`src/rtl/dispenser_pkg.sv`:
```
// Shared definitions for the dispenser block family.
// Holds the controller state encoding, the default width of mL quantities
// and the largest volume the keypad stage can ever hand down to us.
package dispenser_pkg;

  localparam int DEFAULT_AMOUNT_WIDTH = 14;
  localparam int MAX_AMOUNT_ML        = 9999;

  typedef enum logic [1:0] {
    ST_IDLE       = 2'd0,
    ST_DISPENSING = 2'd1,
    ST_FAULT      = 2'd2
  } state_t;

endpackage

```
`src/rtl/flow_pulse_sync.sv`:
```
// Brings the raw flow-meter output into the clock domain and turns each
// rising edge into a single-cycle flow_edge strobe.
// Ports:
//   clock, reset  system clock, asynchronous active-high reset
//   flow_pulse    raw asynchronous flow-meter signal
//   flow_edge     1-cycle strobe, high the cycle after the synchronized
//                 signal first shows a 1 (SYNC_STAGES+1 clocks after the
//                 input edge, as seen by a consumer flop)
module flow_pulse_sync #(
  parameter int SYNC_STAGES = 2
) (
  input  logic clock,
  input  logic reset,
  input  logic flow_pulse,
  output logic flow_edge
);

  logic [SYNC_STAGES-1:0] sync_chain;
  logic                   sync_prev;

  // Synchronizer chain plus one extra flop holding the previous synchronized
  // level, so the edge detector never looks at a metastable stage.
  always_ff @(posedge clock or posedge reset) begin
    if (reset) begin
      sync_chain <= '0;
      sync_prev  <= 1'b0;
    end else begin
      sync_chain[0] <= flow_pulse;
      for (int i = 1; i < SYNC_STAGES; i++) begin
        sync_chain[i] <= sync_chain[i-1];
      end
      sync_prev <= sync_chain[SYNC_STAGES-1];
    end
  end

  assign flow_edge = sync_chain[SYNC_STAGES-1] & ~sync_prev;

endmodule

```
`src/rtl/dispense_controller.sv`:
```
// Dispense controller: accepts a confirmed volume, opens the valve, counts
// flow-meter pulses until the volume is delivered, then closes the valve and
// reports completion. A no-pulse timeout moves to FAULT; stop aborts a run.
// Ports:
//   clock, reset   system clock, asynchronous active-high reset
//   start          1-cycle request to dispense amount_ml (ignored if 0)
//   amount_ml      requested volume, sampled only on an accepted start
//   stop           1-cycle user abort
//   fault_clear    1-cycle fault acknowledge
//   flow_pulse     raw asynchronous flow-meter output
//   valve_open     registered valve drive
//   busy           high while dispensing
//   remaining_ml   volume still to deliver
//   dispensed_ml   volume delivered in the current/last run
//   done           1-cycle pulse at the end of a completed or aborted run
//   fault          high while in FAULT
module dispense_controller
  import dispenser_pkg::*;
#(
  parameter int          AMOUNT_WIDTH   = DEFAULT_AMOUNT_WIDTH,
  parameter int unsigned ML_PER_PULSE   = 1,
  parameter int unsigned TIMEOUT_CYCLES = 50_000_000,
  parameter int          SYNC_STAGES    = 2
) (
  input  logic                    clock,
  input  logic                    reset,
  input  logic                    start,
  input  logic [AMOUNT_WIDTH-1:0] amount_ml,
  input  logic                    stop,
  input  logic                    fault_clear,
  input  logic                    flow_pulse,
  output logic                    valve_open,
  output logic                    busy,
  output logic [AMOUNT_WIDTH-1:0] remaining_ml,
  output logic [AMOUNT_WIDTH-1:0] dispensed_ml,
  output logic                    done,
  output logic                    fault
);

  localparam int TIMER_WIDTH = (TIMEOUT_CYCLES > 1) ? $clog2(TIMEOUT_CYCLES) : 1;
  localparam logic [TIMER_WIDTH-1:0]  TIMER_LAST = TIMER_WIDTH'(TIMEOUT_CYCLES - 1);
  localparam logic [AMOUNT_WIDTH:0]   ML_STEP    = (AMOUNT_WIDTH+1)'(ML_PER_PULSE);

  state_t                  state;
  state_t                  next_state;
  logic                    flow_edge;
  logic                    start_accept;
  logic [TIMER_WIDTH-1:0]  idle_timer;
  logic [AMOUNT_WIDTH:0]   dispensed_sum;
  logic [AMOUNT_WIDTH-1:0] remaining_sat;
  logic [AMOUNT_WIDTH-1:0] dispensed_sat;
  logic                    valve_next;
  logic                    done_next;

  flow_pulse_sync #(
    .SYNC_STAGES(SYNC_STAGES)
  ) u_flow_pulse_sync (
    .clock     (clock),
    .reset     (reset),
    .flow_pulse(flow_pulse),
    .flow_edge (flow_edge)
  );

  // Saturating counter updates; the extra bit on the sum catches overflow.
  assign start_accept  = (state == ST_IDLE) && start && (amount_ml != '0);
  assign dispensed_sum = {1'b0, dispensed_ml} + ML_STEP;
  assign dispensed_sat = dispensed_sum[AMOUNT_WIDTH] ? '1 : dispensed_sum[AMOUNT_WIDTH-1:0];
  assign remaining_sat = ({1'b0, remaining_ml} > ML_STEP) ?
                         (remaining_ml - ML_STEP[AMOUNT_WIDTH-1:0]) : '0;

  // State register.
  always_ff @(posedge clock or posedge reset) begin
    if (reset) begin
      state <= ST_IDLE;
    end else begin
      state <= next_state;
    end
  end

  // Next-state logic. A flow edge is counted before stop is honoured, and a
  // user stop takes precedence over a timeout landing in the same cycle.
  always_comb begin
    next_state = state;
    case (state)
      ST_IDLE: begin
        if (start_accept) next_state = ST_DISPENSING;
      end
      ST_DISPENSING: begin
        if (flow_edge && (remaining_sat == '0)) next_state = ST_IDLE;
        else if (stop)                          next_state = ST_IDLE;
        else if (!flow_edge && (idle_timer == TIMER_LAST)) next_state = ST_FAULT;
      end
      ST_FAULT: begin
        if (fault_clear) next_state = ST_IDLE;
      end
      default: next_state = ST_IDLE;
    endcase
  end

  // Output decode. valve and done are precomputed from next_state so the
  // registered versions change on the same edge as the state itself; done
  // only fires for DISPENSING -> IDLE, never for a timeout.
  always_comb begin
    busy       = (state == ST_DISPENSING);
    fault      = (state == ST_FAULT);
    valve_next = (next_state == ST_DISPENSING);
    done_next  = (state == ST_DISPENSING) && (next_state == ST_IDLE);
  end

  // Registered outputs, volume counters and the no-pulse timer. The timer
  // stops at TIMER_LAST because the FSM leaves DISPENSING on that cycle.
  always_ff @(posedge clock or posedge reset) begin
    if (reset) begin
      valve_open   <= 1'b0;
      done         <= 1'b0;
      remaining_ml <= '0;
      dispensed_ml <= '0;
      idle_timer   <= '0;
    end else begin
      valve_open <= valve_next;
      done       <= done_next;
      if (start_accept) begin
        remaining_ml <= amount_ml;
        dispensed_ml <= '0;
        idle_timer   <= '0;
      end else if (state == ST_DISPENSING) begin
        if (flow_edge) begin
          remaining_ml <= remaining_sat;
          dispensed_ml <= dispensed_sat;
          idle_timer   <= '0;
        end else if (idle_timer != TIMER_LAST) begin
          idle_timer <= idle_timer + TIMER_WIDTH'(1);
        end
      end
    end
  end

endmodule

```
`config.mk`:
```
export PLATFORM = sky130hd
export DESIGN_NAME = dispense_controller
export DESIGN_NICKNAME = d
export VERILOG_FILES = /design/src/rtl/dispenser_pkg.sv /design/src/rtl/flow_pulse_sync.sv /design/src/rtl/dispense_controller.sv
export SDC_FILE = /design/constraint.sdc
export NUM_CORES = 1
export LEC_CHECK = 0
export ABC_AREA = 1
export CAP_MARGIN = 20
export CORE_ASPECT_RATIO = 0.7
export CORE_UTILIZATION = 45
export DETAILED_ROUTE_END_ITERATION = 6
export PLACE_DENSITY_LB_ADDON = 0.05
export SYNTH_ARGS = -nofsm -noshare
export SYNTH_HDL_FRONTEND = slang
export SYNTH_SLANG_ARGS = --single-unit
export TNS_END_PERCENT = 5
```
`constraint.sdc`:
```
create_clock -name clock -period 2 [get_ports clock]
set_input_delay 0.5 -clock clock [delete_from_list [all_inputs] [get_ports clock]]
set_output_delay 0.5 -clock clock [all_outputs]
set_load 0.05 [all_outputs]
```
==> out/summary.log, run 1 <==
INFO  outcome        outcome=completed
INFO  power          comb_power_share=0.432
INFO  grt            grt_start_max_net_pins=36
INFO  sta            clock_skew=0.00528ns
INFO  synthesis      synth-seq-cells=61
INFO  cells_and_area design.final.nets=704
INFO  floorplanning  floorplan.rows=28
INFO  floorplanning  chipWidth=114um
INFO  sta            timing.max_slew.rel_slack=0.644
INFO  routing        met2WireLength=4.98mm
INFO  sta            final.setup.worst_slack=0.0251ns
INFO  floorplanning  floorplan.core_area=8510um2
INFO  synthesis      post-synth-top-area-cell=dfrtp_1
INFO  routing        drt_iter0_markers=384
INFO  routing        vias=4194
INFO  routing        vias_per_cell=5.21
INFO  floorplanning  initial_core_util=0.468
INFO  place          pre_cts_slack=-0.406ns
INFO  setup_path     regToRegEndpoint=idle_timer[18]
INFO  setup_path     regToRegStartpoint=idle_timer[2]
INFO  setup_path     r2r_slack=0.08ns
INFO  routing        detail_route.wirelength=11.8mm
INFO  synthesis      postSynthNetCount=608
INFO  setup_path     cp-startpoint=done
INFO  floorplanning  i_o_pin_cnt=52
INFO  routing        detailed_route_drc_error_count=0
INFO  clock_network  cts-buffers-inserted=9
INFO  power          vdd_drop_max=0.951mV
INFO  clock_network  tritoncts=done
INFO  clock_network  clk_root_buffer_cell=clkbuf_16
INFO  synthesis      netlist_top_cells_count=nand2_1, inv_1, dfrtp_1
INFO  clock_network  number_of_levels_in_the_clock_h_tree=3
INFO  grt            grt_first_pass_wirelength=18.4mm
INFO  setup_path     timing.critical_path.max_delay_family=buffers and inverters
INFO  synthesis      dominant_cell_by_count_in_the_synthesized_netlist=nand2_1
INFO  floorplanning  vertical_die_dimension=80.7um
INFO  synthesis      synthDominantCellAreaShare=0.383
INFO  clock_network  clk_latency=0.32ns
INFO  sta            share_of_the_clock_period_used_by_the_worst_path_after_layout=0.987
INFO  cells_and_area area_delta_synth_final=35.5%
INFO  routing        dr_wl_met3=804um
INFO  place          io_buffer_count=51
INFO  clock_network  cts_num_sinks=61
INFO  clock_network  clkTransAtPathRegs=0.06ns
INFO  sta            final-max-slew-violation-count=0
INFO  place          dpl.hpwl=8.54mm
INFO  synthesis      syn_inst=584
INFO  setup_path     cp.arrival=1.47ns
INFO  synthesis      yosys_most_used_dff=dfrtp_1
INFO  routing        m1_wire_length=5.94mm
INFO  synthesis      yosysSeqAreaShare=0.383
INFO  grt            grt_pass1_vias=3663
INFO  clock_network  maximum_buffer_depth_of_the_clock_tree=2
INFO  setup_path     cp-start-kind=flip-flop
INFO  routing        drt_first_pass_iters=5
INFO  setup_path     number_of_buffers_and_inverters_on_the_critical_path=1
INFO  grt            grt.overflow.total=0
INFO  grt            antenna_found_initial=0
INFO  sta            final_setup_violating_endpoints=0
INFO  clock_network  holdBufCountCts=0
INFO  setup_path     timing.reg2reg.worst_path_depth=8
INFO  power          power-per-cell-area=1060nW/um2
INFO  sta            post-route-min-period=1.97ns
INFO  setup_path     required=1.50ns
INFO  sta            tightestPinTransition=0.529ns
INFO  grt            gr-usage-all-layers=0.261
INFO  worst_hold_path hold_depth=0
INFO  power          p_clk_frac=0.280
INFO  cells_and_area layout-drive-gt1-share=0.190
INFO  place          place.gp.congestion=0.957
INFO  routing        top_signal_layer_used=met4
INFO  synthesis      synth_edf_count=0
INFO  synthesis      synth-async-reset-ratio=1.00
INFO  worst_hold_path min_to=u_flow_pulse_sync.sync_chain[1]
INFO  floorplanning  floorplan.die_area=9240um2
INFO  power          seqPwrFrac=0.287
INFO  routing        avgRoutedWirePerCell=14.7um
INFO  setup_path     path_max_fanout=1
INFO  setup_path     critical_path.slowest_cell=clkdlybuf4s50_1
INFO  worst_hold_path timing.hold.worst.class=reg2reg
INFO  setup_path     path_class=reg2out
INFO  cells_and_area fin_area=5400um2
INFO  setup_path     ordered_cell_list_for_the_critical_path=clkdlybuf4s50_1
INFO  power          sw_frac_of_total=0.417
INFO  synthesis      avgSynthCellArea=6.82um2
INFO  place          placement_cell_area=4860um2
INFO  power          power.switching=2.39mW
INFO  power          cellLeakagePower=2.60nW
INFO  setup_path     timing.critical_path.to_type=primary output
INFO  sta            setup_repair_after_global_routing_missed_its_margin=true
INFO  synthesis      synth.lib_cells_used.distinct=35
INFO  power          p_int=3.34mW
INFO  synthesis      ys.warnings.count=0
INFO  sta            max_freq=506MHz
INFO  run            max-cap-violations=0
INFO  cells_and_area diodes=0
INFO  synthesis      netlist_top_cells_area=dfrtp_1, nand2_1, inv_1, o21ai_0, nor2_1
INFO  routing        final_antenna_net_count=0
INFO  synthesis      syn-cell-area=3980um2
INFO  sta            timing.final.hold_violations=0
INFO  worst_hold_path worst_hold_startpoint=u_flow_pulse_sync.sync_chain[0]
INFO  setup_path     cp_slowest_stage_delay=0.80ns
logic make-up after synthesis:
kind of cell             after synthesis  share of synthesized area
flip-flops                            61                      0.383
buffers and inverters                 98                     0.0992
AO/OA/AOI/OAI                         90                      0.130
adder cells (fa/ha/maj)                4                     0.0126
XOR/XNOR                              17                     0.0374
AND/OR/NAND/NOR                      314                      0.338
sequential cells by signal, indices dropped and copies added, names as in the netlist:
register                      count
idle_timer                       26
u_flow_pulse_sync.sync_chain      2
u_flow_pulse_sync.sync_prev       1
valve_open                        1
state                             2
remaining_ml                     14
done                              1
dispensed_ml                     14
stage by stage:
step | cells | utilization | hold slack (ns) | total power, mW | setup TNS (ns)
after global routing | 805 | 0.634 | 0.372 | 6.03 | -0.0108
after CTS | 796 | 0.610 | 0.361 | 5.58 | 0
after detailed placement | 780 | 0.571 | 0.348 | 3.94 | -19.05
after global placement | 780 | 0.571 | 0.340 | 3.92 | -18.65
final | 805 | 0.634 | 0.353 | 5.73 | 0
after floorplan | 584 | - | 0.331 | 3.13 | -1.26
layout by cell type (no fill, tap or decap), types with 8 or more instances in the layout:
cell type | netlist | layout
buf_4 | 3 | 71
nand2_1 | 157 | 154
clkbuf_16 | 0 | 11
o21ai_0 | 56 | 51
nand3_1 | 42 | 41
a21oi_1 | 8 | 8
clkdlybuf4s50_1 | 0 | 10
nor2_1 | 60 | 50
o211ai_1 | 13 | 13
inv_1 | 76 | 75
dfrtp_1 | 61 | 61
nand4_1 | 17 | 17
dlymetal6s2s_1 | 0 | 11
nor2_2 | 1 | 10
nor3_1 | 27 | 25
xor2_1 | 11 | 11
power by group through the flow:
| stage | sequential, mW | combinational (mW) | clock, mW |
|---|---|---|---|
| after global routing | 1.68 | 2.67 | 1.68 |
| final | 1.65 | 2.48 | 1.61 |
| after global placement | 1.66 | 2.26 | 0 |
| after detailed placement | 1.67 | 2.27 | 0 |
| after CTS | 1.65 | 2.30 | 1.64 |
| after floorplan | 2.21 | 0.919 | 0 |
how the worst max path moves through the flow:
stage,end,cells after the start
finish,done,1
detailed placement,dispensed_ml[9],12
floorplan,done,13
CTS,done,1
global route,dispensed_ml[12],12
global placement,idle_timer[23],8
cell type report:
cell class	instances	area, um2
fill	802	3120
multi-input combinational	425	2140
sequential	61	1530
timing repair buffer	104	972
inverter	79	299
clock buffer	11	253
tap	120	150
clock inverter	5	58.8
per-layer routing:
| metal | vias to the layer above | GRT usage |
|---|---|---|
| met5 | - | 0 |
| met4 | 0 | 0.0571 |
| met3 | 9 | 0.0543 |
| met2 | 149 | 0.395 |
| met1 | 1942 | 0.383 |
| li1 | 2094 | - |
repair_timing:
item	in CTS	in global routing
endpoints found under the hold margin	0	0
setup buffers	0	6
setup endpoints to repair	42	54
gates resized for setup	5	41
pin swaps	1	10
gates cloned	0	3
No activity file was read; power rests on OpenSTA's default activity.
==> inputs of run 2 (changes only) <==
--- a/config.mk
+++ b/config.mk
@@ -7,3 +7,2 @@
 export LEC_CHECK = 0
-export ABC_AREA = 1
 export CAP_MARGIN = 20
==> constraint.sdc (replaced) <==
create_clock -name clock -period 2 [get_ports clock]
set_input_delay 0.4 -clock clock [delete_from_list [all_inputs] [get_ports clock]]
set_output_delay 0.4 -clock clock [all_outputs]
set_load 0.05 [all_outputs]
==> run 2 against run 1 <==
Against the previous run: the run now ends with negative setup slack left; clock skew is 0.0026 ns higher; design area is 3.9% higher; fmax is 9.0% lower; non-clock buffer count is 55 higher; setup slack worse by 0.20 ns; cell count is 18% lower; sequential share of layout area is 0.79 points lower; register-to-register slack worse by 0.25 ns; synthesized cell count is 31% lower; die area is 9.7% lower.
==> out/summary.log, run 2 <==
INFO  floorplanning  initial_core_util=0.478 [was 0.468]
INFO  synthesis      netlist_top_cells_count=dfrtp_1, nor2_1, nand2_1 [was nand2_1, inv_1, dfrtp_1]
INFO  sta            fin_setup_tns=-1.37ns [was 0 ns]
INFO  setup_path     timing.critical_path.to_type=flip-flop [was primary output]
INFO  synthesis      yosysSeqAreaShare=0.425 [was 0.383]
INFO  grt            grt_pass1_vias=3706 [was 3663]
INFO  clock_network  tritoncts=done [unchanged]
INFO  synthesis      synth-seq-cells=61 [unchanged]
INFO  grt            grt.overflow.total=0 [unchanged]
INFO  setup_path     worst_path_most_repeated_cell=or4_4
INFO  power          cellLeakagePower=2.52nW [was 2.60 nW]
INFO  setup_path     ordered_cell_list_for_the_critical_path=or4_4, or4_4, o21ai_4, nor2_4, a21o_1, a32o_1 [was clkdlybuf4s50_1]
INFO  routing        avgRoutedWirePerCell=18.1um [was 14.7 um]
INFO  synthesis      yosys_most_used_dff=dfrtp_1 [unchanged]
INFO  synthesis      postSynthNetCount=426 [was 608]
INFO  grt            antenna_found_initial=0 [unchanged]
INFO  routing        vias=3900 [was 4194]
INFO  clock_network  number_of_levels_in_the_clock_h_tree=3 [unchanged]
INFO  sta            final_setup_violating_endpoints=21 [was 0]
INFO  clock_network  holdBufCountCts=0 [unchanged]
INFO  outcome        violations=negative setup slack
INFO  floorplanning  chipWidth=109um [was 114 um]
INFO  sta            final-max-slew-violation-count=0 [unchanged]
INFO  sta            setup_repair_after_global_routing_missed_its_margin=true [unchanged]
INFO  floorplanning  i_o_pin_cnt=52 [unchanged]
INFO  synthesis      synth.lib_cells_used.distinct=67 [was 35]
INFO  sta            tightestPinTransition=0.510ns [was 0.529 ns]
INFO  routing        drt_iter0_markers=245 [was 384]
INFO  synthesis      synth-async-reset-ratio=1.00 [unchanged]
INFO  routing        vias_per_cell=5.92 [was 5.21]
INFO  cells_and_area mostFrequentLayoutCell=buf_4 [was nand2_1]
INFO  setup_path     path_class=reg2reg [was reg2out]
INFO  synthesis      ys.warnings.count=0 [unchanged]
INFO  sta            timing.max_slew.rel_slack=0.660 [was 0.644]
INFO  setup_path     required=2.22ns [was 1.50 ns]
INFO  sta            clock_skew=0.00791ns [was 0.00528 ns]
INFO  routing        detailed_route_drc_error_count=0 [unchanged]
INFO  clock_network  maximum_buffer_depth_of_the_clock_tree=2 [unchanged]
INFO  synthesis      netlist_top_cells_area=dfrtp_1, nor2_1, nand2_1, xor2_1, nand3_1 [was dfrtp_1, nand2_1, inv_1, o21ai_0, nor2_1]
INFO  routing        drt_first_pass_iters=6 [was 5]
INFO  power          power-per-cell-area=944nW/um2 [was 1060 nW/um2]
INFO  sta            final.setup.worst_slack=-0.171ns [was 0.0251 ns]
INFO  sta            post-route-min-period=2.17ns [was 1.97 ns]
INFO  power          vdd_drop_max=0.929mV [was 0.951 mV]
INFO  cells_and_area max_reg_flops=26 [unchanged]
INFO  setup_path     cp_slowest_stage_delay=0.58ns [was 0.80 ns]
INFO  cells_and_area mostFrequentLayoutCells=buf_4, nor2_1, dfrtp_1 [was nand2_1, inv_1, buf_4]
INFO  synthesis      syn-cell-area=3590um2 [was 3980 um2]
INFO  setup_path     timing.critical_path.max_delay_family=simple AND/OR/NAND/NOR gates [was buffers and inverters]
INFO  cells_and_area area_delta_synth_final=56.2% [was 35.5%]
INFO  clock_network  clk_root_buffer_cell=clkbuf_16 [unchanged]
INFO  place          numPlacedInstances=633 [was 780]
INFO  floorplanning  floorplan.die_area=8340um2 [was 9240 um2]
INFO  clock_network  cts_num_sinks=61 [unchanged]
INFO  cells_and_area largest-register=idle_timer [unchanged]
INFO  synthesis      dominant_cell_by_count_in_the_synthesized_netlist=dfrtp_1 [was nand2_1]
INFO  floorplanning  floorplan.core_area=7510um2 [was 8510 um2]
INFO  synthesis      syn_inst=402 [was 584]
INFO  cells_and_area reg_top3=idle_timer x26, dispensed_ml x14, remaining_ml x14 [unchanged]
INFO  grt            gr-usage-all-layers=0.292 [was 0.261]
INFO  clock_network  cts-buffers-inserted=9 [unchanged]
INFO  sta            timing.final.hold_violations=0 [unchanged]
INFO  place          io_buffer_count=51 [unchanged]
INFO  cells_and_area layout-drive-gt1-share=0.385 [was 0.190]
INFO  setup_path     number_of_buffers_and_inverters_on_the_critical_path=0 [was 1]
INFO  sta            share_of_the_clock_period_used_by_the_worst_path_after_layout=1.09 [was 0.987]
INFO  cells_and_area diodes=0 [unchanged]
INFO  setup_path     cp.arrival=2.39ns [was 1.47 ns]
INFO  grt            grt_start_max_net_pins=28 [was 36]
INFO  floorplanning  vertical_die_dimension=76.7um [was 80.7 um]
INFO  sta            max_freq=461MHz [was 506 MHz]
INFO  clock_network  clkTransAtPathRegs=0.06ns [about the same]
INFO  place          dpl.hpwl=8.25mm [was 8.54 mm]
INFO  cells_and_area design.final.nets=580 [was 704]
INFO  grt            grt_first_pass_wirelength=18.4mm [about the same]
INFO  synthesis      synthDominantCellAreaShare=0.425 [was 0.383]
INFO  outcome        outcome=finished with violations [was completed]
INFO  run            max-cap-violations=0 [unchanged]
INFO  place          place.gp.congestion=0.939 [was 0.957]
INFO  routing        detail_route.wirelength=11.9mm [was 11.8 mm]
INFO  routing        final_antenna_net_count=0 [unchanged]
INFO  setup_path     cp-start-kind=flip-flop [unchanged]
INFO  cells_and_area fin_cells=659 [was 805]
INFO  synthesis      avgSynthCellArea=8.93um2 [was 6.82 um2]
INFO  worst_hold_path timing.hold.worst.class=reg2reg [unchanged]
INFO  clock_network  clk_latency=0.34ns [was 0.32 ns]
INFO  floorplanning  floorplan.rows=26 [was 28]
INFO  setup_path     path_max_fanout=3 [was 1]
INFO  synthesis      synth_edf_count=0 [unchanged]
INFO  synthesis      post-synth-top-area-cell=dfrtp_1 [unchanged]
INFO  setup_path     critical_path.slowest_cell=or4_4 [was clkdlybuf4s50_1]
-- run 2: cell types whose count changed after synthesis, moves of 10 or more --
cell      change
nand4_1      -11
nor3_1       -16
o21ai_0      -45
o211ai_1     -10
nand2_1     -123
o21ai_1      +16
nand3_1      -22
a21oi_1      +10
inv_1        -67
-- run 2: area by class of cell --
| class | instances | area (um2) |
|---|---|---|
| inverters | 9 | 33.8 |
| flip-flops and latches | 61 | 1540 |
| fillers | 551 | 1910 |
| clock buffers | 9 | 225 |
| well taps | 98 | 123 |
| clock inverters | 7 | 121 |
| repair buffers | 159 | 1350 |
| multi-input cells | 316 | 2220 |
-- run 2: cells by family after synthesis --
kind of cell | Yosys count | share of synthesized area
simple gates | 190 | 0.282
compound gates | 100 | 0.190
buf+inv | 25 | 0.0345
flops | 61 | 0.425
mux | 1 | 0.00279
fa+ha+maj | 4 | 0.0139
xor+xnor | 21 | 0.0512
-- run 2: what timing repair did --
action                                  in CTS  in global routing
pin swaps                                   18                  9
buffers inserted                             8                  2
endpoints found under the setup margin      43                 52
gates resized for setup                     27                 45
-- run 2: worst paths after layout --
path | start | to | slack [ns] | cells past startpoint
max | remaining_ml[8] | remaining_ml[7] | -0.17 | 6
max in group asynchronous | reset | remaining_ml[4] | 1.08 | 3
max reg2reg | remaining_ml[8] | remaining_ml[7] | -0.17 | 6
min | u_flow_pulse_sync.sync_chain[0] | u_flow_pulse_sync.sync_chain[1] | 0.35 | 0
min reg2reg | u_flow_pulse_sync.sync_chain[0] | u_flow_pulse_sync.sync_chain[1] | 0.35 | 0
min in group asynchronous | reset | state[1] | 0.39 | 2
-- run 2: layer usage --
| layer | track usage | wire length, um | vias to the layer above |
|---|---|---|---|
| met5 | 0 | 0 | - |
| met4 | 0.0838 | 214 | 0 |
| met3 | 0.0833 | 901 | 32 |
| met2 | 0.426 | 5440 | 189 |
| met1 | 0.421 | 5340 | 1881 |
| li1 | - | - | 1798 |
-- run 2: stage by stage --
step	setup slack, ns	util	cell area, um2	hold slack [ns]	power (mW)
floorplan	-0.253	-	3630	0.331	2.49
global placement	-0.533	0.649	4880	0.332	3.26
detailed placement	-0.588	0.649	4880	0.336	3.28
CTS	-0.156	0.718	5390	0.349	5.16
global route	-0.217	0.746	5610	0.363	5.48
finish	-0.171	0.746	5610	0.347	5.29
-- run 2: where the power goes --
group	switching, mW	internal, mW
registers	0.0829	1.37
clock network	0.607	1.22
logic	1.23	0.781
